==> src/rtl/d_e_pipe_reg_pkg.sv <==
// -----------------------------------------------------------------------------
// d_e_pipe_reg_pkg
//   Shared constants and helpers for the D->E pipeline register.
//   - DW_DEF / BCNT_W_DEF : default datapath and bubble-counter widths
//   - TNEW_W              : width of the Tnew (cycles-until-result) field
//   - NOP_INSTR           : instruction word inserted for a bubble
//   - pipe_act_e          : per-edge action selected for the E-stage bundle
//   - tnew_step()         : advances Tnew by one stage without wrapping
// -----------------------------------------------------------------------------
package d_e_pipe_reg_pkg;

    localparam int DW_DEF     = 32;
    localparam int BCNT_W_DEF = 32;
    localparam int TNEW_W     = 2;

    // sll $0,$0,0 encodes as all zeros, so a bubble is simply a zero word
    localparam logic [31:0] NOP_INSTR = 32'h0000_0000;

    typedef enum logic [1:0] {
        ACT_HOLD   = 2'd0,
        ACT_LOAD   = 2'd1,
        ACT_BUBBLE = 2'd2
    } pipe_act_e;

    // One stage closer to the result; a result already final stays final
    function automatic logic [TNEW_W-1:0] tnew_step(input logic [TNEW_W-1:0] t);
        logic [TNEW_W-1:0] res;
        if (t == {TNEW_W{1'b0}}) begin
            res = {TNEW_W{1'b0}};
        end else begin
            res = t - {{(TNEW_W-1){1'b0}}, 1'b1};
        end
        return res;
    endfunction

endpackage

==> src/rtl/d_e_pipe_reg_if.sv <==
// -----------------------------------------------------------------------------
// d_e_pipe_reg_if
//   Bundle between the D stage (master) and the D->E pipeline register (slave).
//   master drives : en, clr, D_* decoded bundle
//   master reads  : E_* registered bundle, E_FwdValid/E_FwdData, bubble_cnt
//   slave         : mirror image of master
// -----------------------------------------------------------------------------
interface d_e_pipe_reg_if
    import d_e_pipe_reg_pkg::*;
#(
    parameter int DW     = DW_DEF,
    parameter int BCNT_W = BCNT_W_DEF
);

    logic              en;
    logic              clr;

    logic [DW-1:0]     D_instr;
    logic [DW-1:0]     D_PC;
    logic [DW-1:0]     D_RD1;
    logic [DW-1:0]     D_RD2;
    logic [DW-1:0]     D_imm32;
    logic [DW-1:0]     D_SetWordResult;
    logic [4:0]        D_A3;
    logic              D_RegWrite;
    logic [TNEW_W-1:0] D_Tnew;

    logic [DW-1:0]     E_instr;
    logic [DW-1:0]     E_PC;
    logic [DW-1:0]     E_RD1;
    logic [DW-1:0]     E_RD2;
    logic [DW-1:0]     E_imm32;
    logic [DW-1:0]     E_SetWordResult;
    logic [4:0]        E_A3;
    logic              E_RegWrite;
    logic [TNEW_W-1:0] E_Tnew;
    logic              E_FwdValid;
    logic [DW-1:0]     E_FwdData;
    logic [BCNT_W-1:0] bubble_cnt;

    modport master (
        output en, clr,
        output D_instr, D_PC, D_RD1, D_RD2, D_imm32, D_SetWordResult,
        output D_A3, D_RegWrite, D_Tnew,
        input  E_instr, E_PC, E_RD1, E_RD2, E_imm32, E_SetWordResult,
        input  E_A3, E_RegWrite, E_Tnew, E_FwdValid, E_FwdData, bubble_cnt
    );

    modport slave (
        input  en, clr,
        input  D_instr, D_PC, D_RD1, D_RD2, D_imm32, D_SetWordResult,
        input  D_A3, D_RegWrite, D_Tnew,
        output E_instr, E_PC, E_RD1, E_RD2, E_imm32, E_SetWordResult,
        output E_A3, E_RegWrite, E_Tnew, E_FwdValid, E_FwdData, bubble_cnt
    );

endinterface

==> src/rtl/d_e_pipe_reg.sv <==
// -----------------------------------------------------------------------------
// d_e_pipe_reg
//   D->E pipeline register of the 5-stage MIPS core. Latches the decoded D
//   bundle into E, inserts bubbles on clr, holds on !en, forwards results that
//   are already final in E (set-word results such as lui / jal link value) and
//   counts inserted bubbles (saturating).
//   Ports:
//     clk   : core clock, all state on rising edge
//     reset : asynchronous, active-high, clears all state
//     bus   : d_e_pipe_reg_if.slave (en, clr, D_* in; E_*, fwd, bubble_cnt out)
//   Per-edge priority: reset > clr > !en > load.
//   No combinational path from any D_* input to any output.
// -----------------------------------------------------------------------------
module d_e_pipe_reg
    import d_e_pipe_reg_pkg::*;
#(
    parameter int DW     = DW_DEF,
    parameter int BCNT_W = BCNT_W_DEF
) (
    input  logic           clk,
    input  logic           reset,
    d_e_pipe_reg_if.slave  bus
);

    pipe_act_e         w_act;

    logic [DW-1:0]     r_instr;
    logic [DW-1:0]     r_pc;
    logic [DW-1:0]     r_rd1;
    logic [DW-1:0]     r_rd2;
    logic [DW-1:0]     r_imm32;
    logic [DW-1:0]     r_setword;
    logic [4:0]        r_a3;
    logic              r_regwrite;
    logic [TNEW_W-1:0] r_tnew;
    logic [BCNT_W-1:0] r_bubble_cnt;

    logic              w_fwd_valid;
    logic [DW-1:0]     w_fwd_data;

    // Decode the per-edge action; clr wins over a stall so a flush is never lost
    always_comb begin
        w_act = ACT_HOLD;
        if (bus.clr) begin
            w_act = ACT_BUBBLE;
        end else if (bus.en) begin
            w_act = ACT_LOAD;
        end else begin
            w_act = ACT_HOLD;
        end
    end

    // E-stage bundle register
    always_ff @(posedge clk or posedge reset) begin
        if (reset) begin
            r_instr    <= {DW{1'b0}};
            r_pc       <= {DW{1'b0}};
            r_rd1      <= {DW{1'b0}};
            r_rd2      <= {DW{1'b0}};
            r_imm32    <= {DW{1'b0}};
            r_setword  <= {DW{1'b0}};
            r_a3       <= 5'd0;
            r_regwrite <= 1'b0;
            r_tnew     <= {TNEW_W{1'b0}};
        end else begin
            case (w_act)
                ACT_LOAD: begin
                    r_instr    <= bus.D_instr;
                    r_pc       <= bus.D_PC;
                    r_rd1      <= bus.D_RD1;
                    r_rd2      <= bus.D_RD2;
                    r_imm32    <= bus.D_imm32;
                    r_setword  <= bus.D_SetWordResult;
                    r_a3       <= bus.D_A3;
                    r_regwrite <= bus.D_RegWrite;
                    r_tnew     <= tnew_step(bus.D_Tnew);
                end
                ACT_BUBBLE: begin
                    // PC still tracks D so the bubble reports a sensible address later
                    r_instr    <= NOP_INSTR[DW-1:0];
                    r_pc       <= bus.D_PC;
                    r_rd1      <= {DW{1'b0}};
                    r_rd2      <= {DW{1'b0}};
                    r_imm32    <= {DW{1'b0}};
                    r_setword  <= {DW{1'b0}};
                    r_a3       <= 5'd0;
                    r_regwrite <= 1'b0;
                    r_tnew     <= {TNEW_W{1'b0}};
                end
                default: begin
                    // stall: hold everything, Tnew is not advanced either
                    r_instr    <= r_instr;
                    r_pc       <= r_pc;
                    r_rd1      <= r_rd1;
                    r_rd2      <= r_rd2;
                    r_imm32    <= r_imm32;
                    r_setword  <= r_setword;
                    r_a3       <= r_a3;
                    r_regwrite <= r_regwrite;
                    r_tnew     <= r_tnew;
                end
            endcase
        end
    end

    // Bubble counter, saturates at all-ones instead of wrapping
    always_ff @(posedge clk or posedge reset) begin
        if (reset) begin
            r_bubble_cnt <= {BCNT_W{1'b0}};
        end else if ((w_act == ACT_BUBBLE) && (r_bubble_cnt != {BCNT_W{1'b1}})) begin
            r_bubble_cnt <= r_bubble_cnt + {{(BCNT_W-1){1'b0}}, 1'b1};
        end else begin
            r_bubble_cnt <= r_bubble_cnt;
        end
    end

    // Writes to $0 are never forwarded; data is gated so the forward mux never sees X
    assign w_fwd_valid = r_regwrite & (r_a3 != 5'd0) & (r_tnew == {TNEW_W{1'b0}});
    assign w_fwd_data  = w_fwd_valid ? r_setword : {DW{1'b0}};

    assign bus.E_instr         = r_instr;
    assign bus.E_PC            = r_pc;
    assign bus.E_RD1           = r_rd1;
    assign bus.E_RD2           = r_rd2;
    assign bus.E_imm32         = r_imm32;
    assign bus.E_SetWordResult = r_setword;
    assign bus.E_A3            = r_a3;
    assign bus.E_RegWrite      = r_regwrite;
    assign bus.E_Tnew          = r_tnew;
    assign bus.E_FwdValid      = w_fwd_valid;
    assign bus.E_FwdData       = w_fwd_data;
    assign bus.bubble_cnt      = r_bubble_cnt;

endmodule

==> src/flat_wrapper.sv <==
// flat-port wrapper written by rule: the top's interface ports become plain ports
module d_e_pipe_reg_flat import d_e_pipe_reg_pkg::*;
#(
    parameter int DW     = DW_DEF,
    parameter int BCNT_W = BCNT_W_DEF
)
  (clk, reset, bus_en, bus_clr, bus_D_instr, bus_D_PC, bus_D_RD1, bus_D_RD2, bus_D_imm32, bus_D_SetWordResult, bus_D_A3, bus_D_RegWrite, bus_D_Tnew, bus_E_instr, bus_E_PC, bus_E_RD1, bus_E_RD2, bus_E_imm32, bus_E_SetWordResult, bus_E_A3, bus_E_RegWrite, bus_E_Tnew, bus_E_FwdValid, bus_E_FwdData, bus_bubble_cnt);
  d_e_pipe_reg_if #(.DW(DW), .BCNT_W(BCNT_W)) bus_i ();
  input  logic clk;
  input  logic reset;
  input wire logic [$bits(bus_i.en)-1:0] bus_en;
  input wire logic [$bits(bus_i.clr)-1:0] bus_clr;
  input wire logic [$bits(bus_i.D_instr)-1:0] bus_D_instr;
  input wire logic [$bits(bus_i.D_PC)-1:0] bus_D_PC;
  input wire logic [$bits(bus_i.D_RD1)-1:0] bus_D_RD1;
  input wire logic [$bits(bus_i.D_RD2)-1:0] bus_D_RD2;
  input wire logic [$bits(bus_i.D_imm32)-1:0] bus_D_imm32;
  input wire logic [$bits(bus_i.D_SetWordResult)-1:0] bus_D_SetWordResult;
  input wire logic [$bits(bus_i.D_A3)-1:0] bus_D_A3;
  input wire logic [$bits(bus_i.D_RegWrite)-1:0] bus_D_RegWrite;
  input wire logic [$bits(bus_i.D_Tnew)-1:0] bus_D_Tnew;
  output wire logic [$bits(bus_i.E_instr)-1:0] bus_E_instr;
  output wire logic [$bits(bus_i.E_PC)-1:0] bus_E_PC;
  output wire logic [$bits(bus_i.E_RD1)-1:0] bus_E_RD1;
  output wire logic [$bits(bus_i.E_RD2)-1:0] bus_E_RD2;
  output wire logic [$bits(bus_i.E_imm32)-1:0] bus_E_imm32;
  output wire logic [$bits(bus_i.E_SetWordResult)-1:0] bus_E_SetWordResult;
  output wire logic [$bits(bus_i.E_A3)-1:0] bus_E_A3;
  output wire logic [$bits(bus_i.E_RegWrite)-1:0] bus_E_RegWrite;
  output wire logic [$bits(bus_i.E_Tnew)-1:0] bus_E_Tnew;
  output wire logic [$bits(bus_i.E_FwdValid)-1:0] bus_E_FwdValid;
  output wire logic [$bits(bus_i.E_FwdData)-1:0] bus_E_FwdData;
  output wire logic [$bits(bus_i.bubble_cnt)-1:0] bus_bubble_cnt;
  assign bus_i.en = bus_en;
  assign bus_i.clr = bus_clr;
  assign bus_i.D_instr = bus_D_instr;
  assign bus_i.D_PC = bus_D_PC;
  assign bus_i.D_RD1 = bus_D_RD1;
  assign bus_i.D_RD2 = bus_D_RD2;
  assign bus_i.D_imm32 = bus_D_imm32;
  assign bus_i.D_SetWordResult = bus_D_SetWordResult;
  assign bus_i.D_A3 = bus_D_A3;
  assign bus_i.D_RegWrite = bus_D_RegWrite;
  assign bus_i.D_Tnew = bus_D_Tnew;
  assign bus_E_instr = bus_i.E_instr;
  assign bus_E_PC = bus_i.E_PC;
  assign bus_E_RD1 = bus_i.E_RD1;
  assign bus_E_RD2 = bus_i.E_RD2;
  assign bus_E_imm32 = bus_i.E_imm32;
  assign bus_E_SetWordResult = bus_i.E_SetWordResult;
  assign bus_E_A3 = bus_i.E_A3;
  assign bus_E_RegWrite = bus_i.E_RegWrite;
  assign bus_E_Tnew = bus_i.E_Tnew;
  assign bus_E_FwdValid = bus_i.E_FwdValid;
  assign bus_E_FwdData = bus_i.E_FwdData;
  assign bus_bubble_cnt = bus_i.bubble_cnt;
  d_e_pipe_reg #(.DW(DW), .BCNT_W(BCNT_W)) u_core (.clk(clk), .reset(reset), .bus(bus_i));
endmodule
==> config.mk <==
export PLATFORM = sky130hd
export DESIGN_NAME = d_e_pipe_reg_flat
export DESIGN_NICKNAME = d
export VERILOG_FILES = /design/src/rtl/d_e_pipe_reg_pkg.sv /design/src/rtl/d_e_pipe_reg_if.sv /design/src/rtl/d_e_pipe_reg.sv /design/src/flat_wrapper.sv
export SDC_FILE = /design/constraint.sdc
export NUM_CORES = 1
export LEC_CHECK = 0
export ABC_AREA = 1
export CAP_MARGIN = 10
export CORE_MARGIN = 3
export CORE_UTILIZATION = 25
export DETAILED_ROUTE_END_ITERATION = 10
export PLACE_DENSITY = 0.59
export RECOVER_POWER = 25
export SETUP_SLACK_MARGIN = 0.4
export SYNTH_ARGS = -nofsm -noshare
export SYNTH_HDL_FRONTEND = slang
export SYNTH_SLANG_ARGS = --single-unit
export TNS_END_PERCENT = 20
==> constraint.sdc <==
create_clock -name clk -period 8 [get_ports clk]
set_input_delay 0.8 -clock clk [delete_from_list [all_inputs] [get_ports clk]]
set_output_delay 0.8 -clock clk [all_outputs]
set_load 0.005 [all_outputs]
After elaboration in Yosys (flattened, before gate mapping)
Index checks and enable logic that the tools add are counted.
{"block": "word_totals", "reg_bits": 232, "in_bits": 204}
{"block": "classes", "n_addsub": 2, "n_eq_ne": 3, "mux": 12, "bitwise_logic": 2, "reduce_logical": 6}
{"op": "32-bit case mux with 2 select lines", "n": 5}
{"op": "32-bit by 1-bit adder with 32-bit output (second input constant)", "n": 1}
{"op": "32-bit 2-to-1 mux", "n": 1}
{"op": "32-bit inequality test (second input constant)", "n": 1}
{"op": "5-bit case mux with 2 select lines", "n": 1}
{"op": "5-bit nonzero test", "n": 1}
{"op": "2-bit logical NOT", "n": 2}
{"op": "2-bit 2-to-1 mux", "n": 2}
{"op": "2-bit case mux with 2 select lines", "n": 1}
{"op": "1-bit bitwise AND", "n": 2}
{"op": "2-bit by 1-bit == test with 1-bit output (second input constant)", "n": 1}
{"op": "2-bit == test (second input constant)", "n": 1}
{"op": "1-bit case mux with 2 select lines", "n": 1}
{"op": "2-bit nonzero test", "n": 1}
{"op": "2-bit OR reduction", "n": 1}
{"op": "2-bit by 1-bit subtractor with 2-bit output (second input constant)", "n": 1}
{"op": "1-bit logical AND", "n": 1}
{"op": "1-bit 2-to-1 mux", "n": 1}

Depth between registers and ports, before layout
{"block": "logic_depth", "depth_word": 4, "ltp_mapped": 11, "depth_no_buf": 10}

Worst setup path after synthesis
No wires, ideal clock.
{"block": "synth_path", "path_kind": "register -> output", "from": "register u_core.r_a3[3], in the netlist u_core.bus.E_A3[3]", "to": "output port bus_E_FwdValid", "arrival_ps": 1156, "required_ps": 7200, "slack_ps": 6044, "stages_incl_launch_ff": 6, "path_buffers": 1, "cell_sequence": "dfrtp_1 > nor3_1 > nand3_1 > nand4_1 > clkbuf_1 > inv_1"}
{"block": "synth_between", "elab_chain_len": 3}
{"item": "from (decl)", "line_no": "d_e_pipe_reg.sv:33", "source": "logic [4:0] r_a3;"}
{"item": "from (signal assigned)", "line_no": "d_e_pipe_reg.sv:74", "source": "r_a3 <= bus.D_A3;"}
{"item": "from (signal assigned)", "line_no": "d_e_pipe_reg.sv:98", "source": "r_a3 <= r_a3;"}
{"item": "5-bit nonzero test", "line_no": "d_e_pipe_reg.sv:118", "source": "assign w_fwd_valid = r_regwrite & (r_a3 != 5'd0) & (r_tnew == {TNEW_W{1'b0}});"}
{"item": "1-bit bitwise AND (2 in a row)", "line_no": "d_e_pipe_reg.sv:118"}
{"item": "to (decl)", "line_no": "flat_wrapper.sv:31", "source": "output wire logic [$bits(bus_i.E_FwdValid)-1:0] bus_E_FwdValid;"}
Every way passes these cells.

Worst setup path in the final report
{"block": "layout_path", "from": "input port bus_clr", "to": "register u_core.r_pc[21], in the netlist u_core.bus.E_PC[21]"}
{"block": "layout_between", "elab_chain_len": 3, "elab_cells_between_ends": 4, "cone_classes": "2 x eq/ne; 1 x mux; 1 x reduce/logical"}
{"item": "from (decl)", "line_no": "flat_wrapper.sv:12", "source": "input wire logic [$bits(bus_i.clr)-1:0] bus_clr;"}
{"item": "2-bit 2-to-1 mux (*)", "line_no": "d_e_pipe_reg.sv:44", "source": "if (bus.clr) begin"}
{"item": "2-bit by 1-bit == test with 1-bit output or 2-bit == test (tied branches)", "line_no": "d_e_pipe_reg.sv:66", "source": "case (w_act)"}
{"item": "2-bit OR reduction (no source line) (*)"}
{"item": "to (signal assigned)", "line_no": "d_e_pipe_reg.sv:57", "source": "r_pc <= {DW{1'b0}};"}
{"item": "to (signal assigned)", "line_no": "d_e_pipe_reg.sv:69", "source": "r_pc <= bus.D_PC;"}
{"item": "to (signal assigned)", "line_no": "d_e_pipe_reg.sv:81", "source": "r_pc <= bus.D_PC;"}
{"item": "to (decl)", "line_no": "d_e_pipe_reg.sv:28", "source": "logic [DW-1:0] r_pc;"}
Mark *: on every way between the ends. The rest lies on a longest branch, timed or not.
A chain may end at the register's enable or synchronous reset.

==> impl_metrics.toml <==
[drt]
drt_pass1_iterations = 5
drc = 0
via_per_inst = 4.39
drt_wl_total_um = 37700
ant_nets = 0
wl_per_cell_um = 16.9
vias = 9808
drt_iter0_markers = 609

[sta]
rsz0062_at_grt = "no"
fin_ws_ns = 3.14
period_minus_slack_ns = 4.86
setup-violations-final = 0
max-slew-margin-rel = -2.01
hold_violations = 0
fin_hold_ws_ns = 0.468
slew_violations = 223
final.period_utilization = 0.608
finalClockSkew_ns = 0.00745
worst_pin_slew_ns = 4.49
fmax_mhz = 206
tns_ns = 0

[logic_synthesis]
yosysSeqAreaShare = 0.572
syn_inst = 1254
yosysWarnings = 0
ys_ff_latch = 232
avgSynthCellArea_um2 = 8.09
synth_area_um2 = 10100
ys_types = 27
syn-num-nets = 1459

[place]
numPortBuffers = 468
dp_slack_ns = 4.50
globalplace.congestion = 0.871
hpwl_um = 26600

[finish]
layout_commonest_cell = "nand2_1"
antenna_cells = 0
most-common-layout-cells = "544 x nand2_1, 428 x clkdlybuf4s50_1, 232 x dfrtp_1"
nNetsFinal = 1895
area_growth_pct = 59.7
layout-drive-gt1-share = 0.0439

[floorplanning]
die_h_um = 207
dieArea_um2 = 43000
initial_core_util = 0.254
coreArea_um2 = 39900
fp-row-count = 73
die_w_um = 207
ios = 469

[critical_path]
end_kind = "register"
crit_buf_inv = 3
path_common_cell = "nand2_1"
crit_family = "buffers and inverters"
path_cells = "dlygate4sd3_1 > nor2_1 > clkbuf_1 > buf_4 > nand2_1 > nand2_1"
max_stage_delay_ns = 2.36
cpMaxStageDelayCell = "clkbuf_1"
cp_max_fo = 94
cp.required_ns = 8.47
start_kind = "input pin"
path_class = "in -> reg"
cp.depth = 6
cp.arrival_ns = 5.33
r2r_cells = 10

[cts]
ctsHoldBuffers = 0
cts_buffer_depth = 3
postCtsSetupRepairBufs = 0
h-tree-depth = 1
cts.clk_slew.worst_paths_ns = 0.06
cts_root_buf = "clkbuf_16"
cts_tree = "yes"
worstSkewPairLatency_ns = 0.54
clock-sinks = 232
cts-resized-gates = 0
cts_buffers = 27

[power_and_ir_drop]
p_per_area_nw_per_um2 = 193
ir_drop_mv = 0.140
p_leak_nw = 7.59
total_power_w = 0.00313

[run_status]
violations = "max-capacitance violations, max-slew violations"
status = "finished, violations left"

[global_routing]
overflow = 0
antenna_found_initial = 1
grt_start_max_net_pins = 101
grt_pass1_wl_um = 58100
grt_pass1_vias = 9711
grt_use_total = 0.167

[run]
max_cap_violations = 3

[hold_path]
hold_path_depth = 2
hp-class = "reg -> reg"
[worst min-delay path: cells and delay by family, from the launching register on]
kind / cells / cell delay (ns)
flops: 1 / 0.34
simple gates: 2 / 0.10
[cell type report]
type / instances / area [µm²]
Sequential cell: 232 / 5810
Timing Repair Buffer: 477 / 4750
Fill cell: 4004 / 23700
Multi-Input combinational cell: 886 / 3740
Tap cell: 525 / 657
Clock inverter: 14 / 226
Clock buffer: 35 / 766
Inverter: 66 / 251
[Yosys cell counts]
cell type | count | area share
nand2_4 | 2 | 0.0022
nand2_2 | 10 | 0.0062
inv_1 | 63 | 0.023
buf_8 | 1 | 0.0015
nor2_2 | 3 | 0.0019
a21oi_1 | 1 | 0.00049
buf_2 | 5 | 0.0025
nand3_1 | 184 | 0.091
inv_2 | 1 | 0.00037
xor2_1 | 8 | 0.0069
buf_1 | 6 | 0.0022
clkbuf_1 | 54 | 0.020
nand4_1 | 1 | 0.00062
o32ai_1 | 1 | 0.00086
clkinv_1 | 1 | 0.00037
nor3_1 | 1 | 0.00049
nor2_1 | 82 | 0.030
buf_6 | 4 | 0.0044
nand2_8 | 1 | 0.0020
nand2_1 | 543 | 0.20
nor2_4 | 2 | 0.0022
o22ai_1 | 1 | 0.00062
ha_1 | 1 | 0.0012
xnor2_1 | 6 | 0.0052
o21ai_0 | 39 | 0.019
inv_6 | 1 | 0.00086
dfrtp_1 | 232 | 0.57
[through the flow]
step | instances | util | cell area (µm²)
2_1_floorplan | 1254 | - | 10100
3_3_place_gp | 2186 | 0.382 | 15300
3_5_place_dp | 2186 | 0.382 | 15300
4_1_cts | 2235 | 0.407 | 16300
5_1_grt | 2235 | 0.406 | 16200
6_report | 2235 | 0.406 | 16200
[routing by layer]
layer / part of all wire / vias to the layer above / GRT usage
met4: 0.022 / 2 / 0.0400
met5: 0.00035 / - / 0
met1: 0.41 / 4613 / 0.205
li1: - / 4782 / -
met2: 0.48 / 357 / 0.281
met3: 0.096 / 54 / 0.0618
[path summary, 6_finish.rpt]
path / slack, ns / startpoint / end
setup / recovery: 3.14 / bus_clr / u_core.bus.E_PC[21]
hold / removal: 0.47 / u_core.bus.E_RD1[23] / u_core.bus.E_RD1[23]
setup reg to reg: 3.45 / u_core.bus.bubble_cnt[0] / u_core.bus.bubble_cnt[27]
hold reg to reg: 0.47 / u_core.bus.E_RD1[23] / u_core.bus.E_RD1[23]
max in group asynchronous: 3.46 / reset / u_core.bus.E_PC[1]
min in group asynchronous: 2.09 / reset / u_core.bus.E_PC[25]
[logic make-up after synthesis]
family                   Yosys count  synth area share
AND/OR/NAND/NOR                  829             0.338
flip-flops                       232             0.572
XOR/XNOR                          14            0.0121
adder cells (fa/ha/maj)            1           0.00123
AO/OA/AOI/OAI                     42            0.0212
buffers and inverters            136            0.0555
[registers in the layout, summed over array words and instances (netlist names)]
name and flops:
u_core.bus.E_A3 5, u_core.bus.E_PC 32, u_core.bus.E_RD1 32, u_core.bus.E_RD2 32, u_core.bus.E_RegWrite 1, u_core.bus.E_SetWordResult 32, u_core.bus.E_Tnew 2, u_core.bus.E_imm32 32
u_core.bus.E_instr 32, u_core.bus.bubble_cnt 32
[power breakdown]
group,switching [W],internal [W],total [W]
clock,0.000504,0.000865,0.00137
sequential,0.0000554,0.00125,0.00130
combinational,0.000203,0.000254,0.000457
Power figures use the tool's default switching activity.
